**config.mk**
```make
export PLATFORM = sky130hd
export DESIGN_NAME = pipe_stage_skid
export DESIGN_NICKNAME = d
export VERILOG_FILES = /design/src/rtl/pipe_stage_skid.sv
export SDC_FILE = /design/constraint.sdc
export NUM_CORES = 1
export LEC_CHECK = 0
export BUFFER_PORTS_ARGS = -buffer_cell sky130_fd_sc_hd__clkbuf_2
export CAP_MARGIN = 15
export CORE_MARGIN = 2
export CORE_UTILIZATION = 59
export DETAILED_ROUTE_END_ITERATION = 6
export HOLD_SLACK_MARGIN = 0.08
export MAX_ROUTING_LAYER = met4
export PLACE_DENSITY = 0.85
export SKIP_CTS_REPAIR_TIMING = 1
export SYNTH_ARGS = -nofsm -noshare
export SYNTH_HDL_FRONTEND = slang
export SYNTH_SLANG_ARGS = --single-unit
```
**constraint.sdc**
```tcl
create_clock -name clk -period 2.7 [get_ports clk]
set_input_delay 0.135 -clock clk [delete_from_list [all_inputs] [get_ports clk]]
set_output_delay 0.135 -clock clk [all_outputs]
set_load 0.02 [all_outputs]
```
**src/rtl/pipe_stage_skid.sv**
```systemverilog
// pipe_stage_skid: valid/ready pipeline latch with 2-entry skid buffer, flush, optional PIPE_STAGE_STATS_EN counters
module pipe_stage_skid #(
    parameter int DATA_W = 32,
    parameter int STAT_W = 16
) (
    input  logic              clk,
    input  logic              clr,
    input  logic              flush,
    input  logic              in_valid,
    output logic              in_ready,
    input  logic [DATA_W-1:0] in_data,
    output logic              out_valid,
    input  logic              out_ready,
    output logic [DATA_W-1:0] out_data
`ifdef PIPE_STAGE_STATS_EN
    ,
    output logic [STAT_W-1:0] stall_cnt,
    output logic [STAT_W-1:0] xfer_cnt
`endif
);
    typedef enum logic [1:0] {EMPTY, ONE, TWO} state_t;
    state_t state;
    logic [DATA_W-1:0] skid;
    logic acc, rel;
    assign acc = in_valid & in_ready;
    assign rel = out_valid & out_ready;
    if (DATA_W < 1 || DATA_W > 256 || STAT_W < 1) begin : g_bad_param
        $error("pipe_stage_skid: illegal DATA_W/STAT_W");
    end
    always_ff @(posedge clk) begin
        if (!clr || flush) begin
            state     <= EMPTY;
            out_data  <= '0;
            skid      <= '0;
            out_valid <= 1'b0;
            in_ready  <= 1'b1;
        end else begin
            case (state)
                EMPTY: if (acc) begin
                    out_data  <= in_data;
                    out_valid <= 1'b1;
                    state     <= ONE;
                end
                ONE: if (acc && !rel) begin
                    skid     <= in_data;
                    in_ready <= 1'b0;
                    state    <= TWO;
                end else if (acc) begin
                    out_data <= in_data;
                end else if (rel) begin
                    out_valid <= 1'b0;
                    state     <= EMPTY;
                end
                TWO: if (rel) begin
                    out_data <= skid;
                    in_ready <= 1'b1;
                    state    <= ONE;
                end
                default: begin
                    out_valid <= 1'b0;
                    in_ready  <= 1'b1;
                    state     <= EMPTY;
                end
            endcase
        end
    end
`ifdef PIPE_STAGE_STATS_EN
    always_ff @(posedge clk) begin
        if (!clr) begin
            stall_cnt <= '0;
            xfer_cnt  <= '0;
        end else begin
            if (out_valid && !out_ready && stall_cnt != '1) stall_cnt <= stall_cnt + 1'b1;
            if (rel && xfer_cnt != '1) xfer_cnt <= xfer_cnt + 1'b1;
        end
    end
`endif
endmodule

```
# Word-level counts from Yosys, hierarchy flattened
# Index checks and enable logic that the tools add are counted.
# classes
n_eq_ne	10
mux	18
n_bitwise	4
reduce_logical	11
# ops
cell	count
$mux W32	3
$pmux W32 S3	1
$ne A2 B2 Y1 const B	6
$mux W2	5
$mux W1	6
$ne A3 B3 Y1 const B	2
$pmux W1 S3	2
$pmux W2 S3	1
$reduce_and A3 Y1	2
$reduce_and A5 Y1	1
$reduce_and A4 Y1	1
$reduce_bool A3 Y1	1
$and A1 B1 Y1	2
$eq A2 B1 Y1 const B	1
$eq A2 B2 Y1 const B	1
$logic_not A1 Y1	2
$logic_not A2 Y1	1
$not A1 Y1	2
$reduce_and A2 Y1	1
$logic_and A1 B1 Y1	1
$logic_or A1 B1 Y1	1
# word_totals
regBits	68
in_bits	37
output_inout_bits	34
wordCells	48

# Depth between registers and ports, before layout
# Gate-level depths: netlist of run 1.
# depth
ltp_word	5
ltp_mapped	5

# Worst setup path before layout of run 1
# OpenSTA, ideal clock, no wires.
# synth_timing
path_kind	register -> register
start	reg out_valid
end	reg out_data[10]
setup_time_ns	0.146
arrival_time_ns	1.271
setup_slack_ns	1.283
stages_incl_launch_ff	5
cell_sequence	dfxtp_1 -> nand2_1 -> o22ai_2 -> buf_6 -> a211oi_2
# synth_between
elab_chain_cells	5
# synth_lines
element	line	rtl
start, declared	12	output logic out_valid,
start signal, assigned	35	out_valid <= 1'b0;
start signal, assigned	41	out_valid <= 1'b1;
start signal, assigned	51	out_valid <= 1'b0;
$and A1 B1 Y1 *	26	assign rel = out_valid & out_ready;
$logic_not A1 Y1	44	ONE: if (acc && !rel) begin
$logic_and A1 B1 Y1	44	
$ne A2 B2 Y1 (no source line)	--	
$reduce_and A3 Y1 (no source line) *	--	
end signal, assigned	40	out_data <= in_data;
end signal, assigned	49	out_data <= in_data;
end signal, assigned	55	out_data <= skid;
end, declared	14	output logic [DATA_W-1:0] out_data
# Mark *: on every way between the ends. The rest lies on a longest branch, timed or not.
# A chain may end at the register's enable or synchronous reset.

# Worst setup path after layout of run 1
# layout_timing
start	reg out_valid
end	reg out_data[31]
# Same word-level chain as after synthesis.

==> flow_summary_export.csv, run 1 <==
group,metric,value,unit
route,num_vias,2895,
route,post_drt_via_cell_ratio,6.006,
logic_synthesis,synth-warning-count,0,
sta,fmax,0.5201,GHz
worst_setup_path,cpMaxStageDelayCell,"o22ai_4",
worst_setup_path,path_buf_inv,1,
logic_synthesis,ys.flop_type,"dfxtp_1",
worst_setup_path,critPathRequiredTime,2870,ps
sta,drv_slew,0,
placement,dpl_cell_area,0.003670,sq mm
global_routing,grt_util_all_layers,0.2638,
route,firstDrtPassIters,4,
placement,port_buffers,70,
global_routing,antenna_found_initial,0,
power,power.density,576.1,mW/mm^2
power,intPower,1793,uW
die,std_cell_rows,27,
final_layout,fillers,369,
power,pwr-share-seq,0.437,
die,fp.dieArea,0.006325,sq mm
final_layout,area_growth,24.68,%
die,start_util,0.6112,
logic_synthesis,ys_seq_elements,68,
worst_setup_path,crit_fanout,22,
cts,clock_path_buffers,2,
route,drtIter0Drc,261,
route,wire_per_inst,17.17,um
logic_synthesis,synth_compound_area_frac,0.3494,
logic_synthesis,netlist_instances,325,
sta,setup_violations,0,
die,chipHeight,79.53,um
worst_setup_path,worstPathCellList,"nand2_1 > o22ai_4 > buf_4 > a211oi_1",
min_path,holdPathEnd,"skid[13]",
worst_setup_path,reg2reg_from,"out_valid",
route,drtAntennaViolNets,0,
route,post-route-drc-count,0,
placement,place_congestion,0.7661,
final_layout,drive_above_1_share,0.3878,
worst_setup_path,worst_ep_arrival_time,2090,ps
route,drt-total-wl,8.274,mm
final_layout,layout_common_cells,"70 x clkbuf_2, 68 x dfxtp_1, 58 x a211oi_2, 35 x a21oi_1, 33 x o21ai_0",
final_layout,instances_no_fill,482,
sta,rsz0062_at_grt,"no",
logic_synthesis,synth_edf_count,0,
min_path,min_from,"in_data[13]",
cts,worstSkewPairLatency,340,ps
logic_synthesis,yosysSeqAreaShare,0.4045,
logic_synthesis,ys_async_sr_fraction,0,
logic_synthesis,synth_xor_xnor_area_share,0,
final_layout,multi_input_area,0.001772,sq mm
power,pwr-share-clk,0.403,
worst_setup_path,r2r_cells,4,
sta,period_share,0.7122,
final_layout,finalInstanceArea,0.004197,sq mm
logic_synthesis,synth_top_family_by_area,"compound AO/OA/AOI/OAI gates",
cts,clock_sinks,68,
final_layout,final_common_cell,"clkbuf_2",
logic_synthesis,synthMuxAreaShare,0.09517,
cts,tritoncts,"done",
power,peakVddDrop,0.3815,mV
power,netSwitchingFraction,0.2584,
logic_synthesis,syn_area,0.003366,sq mm
worst_setup_path,end_kind,"register",
min_path,hp-class,"primary input to register",
worst_setup_path,r2r_slack,780,ps
die,die_width,79.53,um
logic_synthesis,synthAdderAreaFrac,0,
global_routing,grt_pass1_wl,12.68,mm
worst_setup_path,regToRegEndpoint,"out_data[31]",
sta,hold_viol,0,
die,ioPinCount,71,
placement,hpwl,4.658,mm
sta,min_period,1923,ps
sta,slew_headroom,0.3731,
final_layout,diodes,0,
power,leakagePower,0.001740,uW
global_routing,grt_max_degree,69,
cts,cts-buffers-inserted,9,
final_layout,layout.nets,442,
final_layout,final-seq-area,0.001361,sq mm
sta,worst_pin_slew,940.3,ps
min_path,hold_path_depth,3,
global_routing,gr-total-overflow,0,
placement,dp_cells,437,
worst_setup_path,max_stage_delay,470,ps
power,switching_power,624.7,uW
worst_setup_path,critPathKind,"register to register",
die,core-area,0.005507,sq mm
sta,finalSetupTns,0,ps
logic_synthesis,ys_types,26,
cts,path_clk_slew,80,ps
sta,skew,8.375,ps
cts,cts_max_level,3,
logic_synthesis,syn_area_per_cell,10.36,sq um
run_status,status,"finished clean",
logic_synthesis,yosys.area_share.simple,0.07584,
global_routing,first_global_vias,2592,
worst_setup_path,critPathLaunchType,"register",
logic_synthesis,syn_nets,362,
cts,cts-root-buf,"clkbuf_8",
job,maxCapViolCount,0,
power,combPwrFrac,0.159,
worst_setup_path,cp_top_family,"compound AO/OA/AOI/OAI gates",
power by group through the flow:
| stage | Clock [uW] | Sequential (uW) | Combinational, uW |
|---|---|---|---|
| after floorplan | 0 | 1110 | 226 |
| after global placement | 0 | 1080 | 342 |
| after detailed placement | 0 | 1080 | 347 |
| after CTS | 987 | 1060 | 350 |
| after global routing | 1030 | 1060 | 412 |
| final | 975 | 1060 | 386 |
worst max-delay path by stage:
stage	slack [ps]	start	cells past startpoint	to
after floorplan	1280	out_valid	4	out_data[10]
after global placement	900	out_valid	4	out_data[0]
after detailed placement	830	out_valid	4	out_data[24]
after CTS	770	out_valid	4	out_data[31]
after global routing	660	out_valid	4	out_data[31]
final	780	out_valid	4	out_data[31]
flip-flops by register name (all words and copies together) (netlist names):
signal	count
out_data	32
out_valid	1
state	2
skid	32
in_ready	1
cell usage after synthesis, types with 3 or more instances:
cell,count,area share
a211oi_1,6,0.013
a211oi_2,58,0.22
a21oi_1,35,0.052
buf_2,10,0.015
buf_4,8,0.018
buf_6,8,0.027
clkbuf_1,13,0.014
dfxtp_1,68,0.40
mux2i_1,32,0.095
nand2_1,3,0.0033
nand2b_1,3,0.0056
nand3_1,32,0.048
o21ai_0,33,0.049
worst reg2reg max path: stages, from the launching register on:
cell,delay [ps]
dfxtp_1,460
nand2_1,200
o22ai_4,470
buf_4,440
a211oi_1,180
logic make-up (layout without fill, tap and decap cells):
logic type | count (synthesis) | count (layout)
buffers and inverters | 40 | 125
DFF | 68 | 68
and+or+nand+nor | 47 | 47
muxes | 32 | 32
AOI/OAI and AO/OA | 138 | 138
cell type report:
class | count | share of cell area
clock buffers | 13 | 0.04025
flip-flops and latches | 68 | 0.3244
well taps | 72 | 0.02147
repair buffers | 108 | 0.1747
clock inverters | 3 | 0.01610
inverters | 1 | 0.0008945
multi-input cells | 217 | 0.4222
stage by stage:
step	setup slack (ps)	total power, uW	hold slack [ps]	utilization
floorplan	1283	1332	282.7	-
global placement	901.0	1420	385.3	0.6664
detailed placement	826.3	1427	393.8	0.6664
CTS	770.6	2394	29.41	0.7094
global route	665.0	2499	87.15	0.7621
finish	777.1	2418	52.07	0.7621
per-layer routing:
layer	vias up	wire (um)	GRT usage
li1	1391	-	-
met1	1390	3598	0.3345
met2	99	4065	0.4076
met3	15	440	0.05995
met4	0	170	0.1086
met5	-	0	-
Note: power is estimated with default switching activity, not from simulation.
==> run 2, diff against run 1 <==
Settings changed: ABC_AREA set to 1, CORE_UTILIZATION 59 to 53, PLACE_DENSITY 0.85 to 0.79.
Clock period 2.7 ns to 2 ns, I/O delays scaled along.
==> flow_summary_export.csv, run 2 <==
group,metric,value,unit
cts,path_clk_slew,70,ps
worst_setup_path,r2r_slack,540,ps
logic_synthesis,synth-warning-count,0,
die,start_util,0.5495,
sta,finalSetupTns,0,ps
min_path,min_from,"in_data[23]",
die,std_cell_rows,27,
power,pwr-share-clk,0.410,
sta,fmax,0.6843,GHz
run_status,status,"finished clean",
logic_synthesis,ys_async_sr_fraction,0,
logic_synthesis,netlist_instances,450,
cts,cts_max_level,3,
logic_synthesis,syn_area,0.003044,sq mm
die,chipHeight,79.79,um
global_routing,first_global_vias,2564,
min_path,holdPathEnd,"skid[23]",
sta,min_period,1461,ps
cts,worstSkewPairLatency,340,ps
final_layout,final_common_cell,"nand2_1",
worst_setup_path,r2r_cells,8,
logic_synthesis,synthTopCellsByArea,"dfxtp_1 45%, nand2_1 13%, o21ai_0 9.0%",
global_routing,grt_max_degree,53,
power,pwr-share-seq,0.464,
logic_synthesis,ys_top_cells_by_count,"108 x nand2_1, 69 x inv_1, 68 x dfxtp_1",
placement,hpwl,4.109,mm
power,power,3059,uW
worst_setup_path,critPathLaunchType,"register",
die,core-area,0.005540,sq mm
logic_synthesis,syn_nets,487,
global_routing,grt_pass1_wl,10.76,mm
logic_synthesis,synth_area_leader_cell,"dfxtp_1",
cts,clock_sinks,68,
sta,rsz0062_at_grt,"no",
cts,tritoncts,"done",
global_routing,grt_util_all_layers,0.2186,
sta,period_share,0.7307,
logic_synthesis,ys_types,19,
min_path,hold_path_depth,3,
logic_synthesis,synth_edf_count,0,
sta,setup_violations,0,
cts,cts-root-buf,"clkbuf_8",
final_layout,diodes,0,
global_routing,gr-total-overflow,0,
power,intPower,2274,uW
worst_setup_path,reg2reg_from,"state[1]",
sta,slew_headroom,0.6477,
route,num_vias,2832,
sta,drv_slew,0,
final_layout,largestRegisters,"out_data x32, skid x32, state x2",
cts,clock_path_buffers,2,
worst_setup_path,regToRegEndpoint,"out_data[13]",
logic_synthesis,post-synth-top-area-fraction,0.4472,
worst_setup_path,critPathKind,"register to register",
final_layout,layout.nets,554,
power,leakagePower,0.001728,uW
final_layout,layout_common_cells,"108 x nand2_1, 70 x clkbuf_2, 69 x inv_1, 68 x dfxtp_1, 64 x nor2_1",
cts,cts-buffers-inserted,9,
power,switching_power,785.1,uW
logic_synthesis,syn_area_per_cell,6.765,sq um
die,fp.dieArea,0.006366,sq mm
sta,skew,9.005,ps
global_routing,antenna_found_initial,0,
sta,worst_pin_slew,527.2,ps
die,ioPinCount,71,
job,maxCapViolCount,0,
worst_setup_path,end_kind,"register",
min_path,hp-class,"primary input to register",
worst_setup_path,critPathRequiredTime,2240,ps
power,combPwrFrac,0.126,
final_layout,fillers,522,
worst_setup_path,worst_ep_arrival_time,1700,ps
final_layout,drive_above_1_share,0.1935,
route,wire_per_inst,10.73,um
power,netSwitchingFraction,0.2567,
route,drt-total-wl,6.376,mm
placement,pre_cts_ws,570.9,ps
route,post_drt_via_cell_ratio,4.768,
final_layout,area_growth,20.35,%
worst_setup_path,crit_fanout,52,
power,power.density,834.9,mW/mm^2
route,drtAntennaViolNets,0,
route,drtIter0Drc,138,
route,firstDrtPassIters,4,
die,die_width,79.79,um
logic_synthesis,synth.most_common_cell,"nand2_1",
sta,setup_slack,538.6,ps
logic_synthesis,ys.flop_type,"dfxtp_1",
route,post-route-drc-count,0,
logic_synthesis,ys_seq_elements,68,
placement,place_congestion,0.9065,
logic_synthesis,yosysSeqAreaShare,0.4472,
placement,port_buffers,70,
sta,hold_viol,0,
power,peakVddDrop,0.5415,mV
run 2: per-layer routing:
metal	track usage	vias up	wire (um)
met5	-	-	0
met4	0.1102	0	117
met3	0.04412	10	276
met2	0.3563	53	3004
met1	0.2575	1264	2977
li1	-	1505	-
run 2: kinds of logic (layout without fill, tap and decap cells):
group / Yosys count / after routing / share of synthesized area
simple gates: 184 / 184 / 0.2404
flops: 68 / 68 / 0.4472
compound gates: 100 / 100 / 0.1648
buf+inv: 98 / 170 / 0.1476
run 2: per-stage QoR:
stage          area [sq um]  hold WS [ps]  std cells  utilization
3_5_place_dp           3387         396.5        572       0.6113
2_1_floorplan          3044         275.9        450            -
3_3_place_gp           3387         387.0        572       0.6113
4_1_cts                3603         38.91        588       0.6504
5_1_grt                3664         83.18        594       0.6612
6_report               3664         57.99        594       0.6612
run 2: worst max path at each step:
| stage | start | endpoint | cells past startpoint |
|---|---|---|---|
| floorplan | in_ready | skid[14] | 7 |
| global placement | in_ready | out_data[25] | 8 |
| detailed placement | state[1] | out_data[21] | 8 |
| CTS | state[1] | out_data[13] | 8 |
| global route | in_ready | out_data[13] | 8 |
| finish | state[1] | out_data[13] | 8 |
run 2: worst max-delay path: stages, from the launching register on:
cell     delay, ps
dfxtp_1        420
inv_1          100
nand3_1        120
nand2_2         80
nand3_4        170
buf_12         260
nand2_1         90
nand2_1         80
nor2_1          40
run 2: area by class of cell:
| class | count | area [sq um] | area share |
|---|---|---|---|
| multi-input combinational | 284 | 1241 | 0.3388 |
| timing repair buffer | 83 | 488.0 | 0.1332 |
| clock buffer | 11 | 141.4 | 0.03859 |
| inverter | 71 | 266.5 | 0.07275 |
| tap | 72 | 90.09 | 0.02459 |
| clock inverter | 5 | 75.07 | 0.02049 |
| sequential | 68 | 1361 | 0.3716 |
run 2: power groups by stage:
stage	clock [uW]	combinational, uW	sequential (uW)
floorplan	0	228	1490
global placement	0	368	1450
detailed placement	0	376	1450
CTS	1270	380	1420
global route	1320	441	1430
finish	1250	386	1420
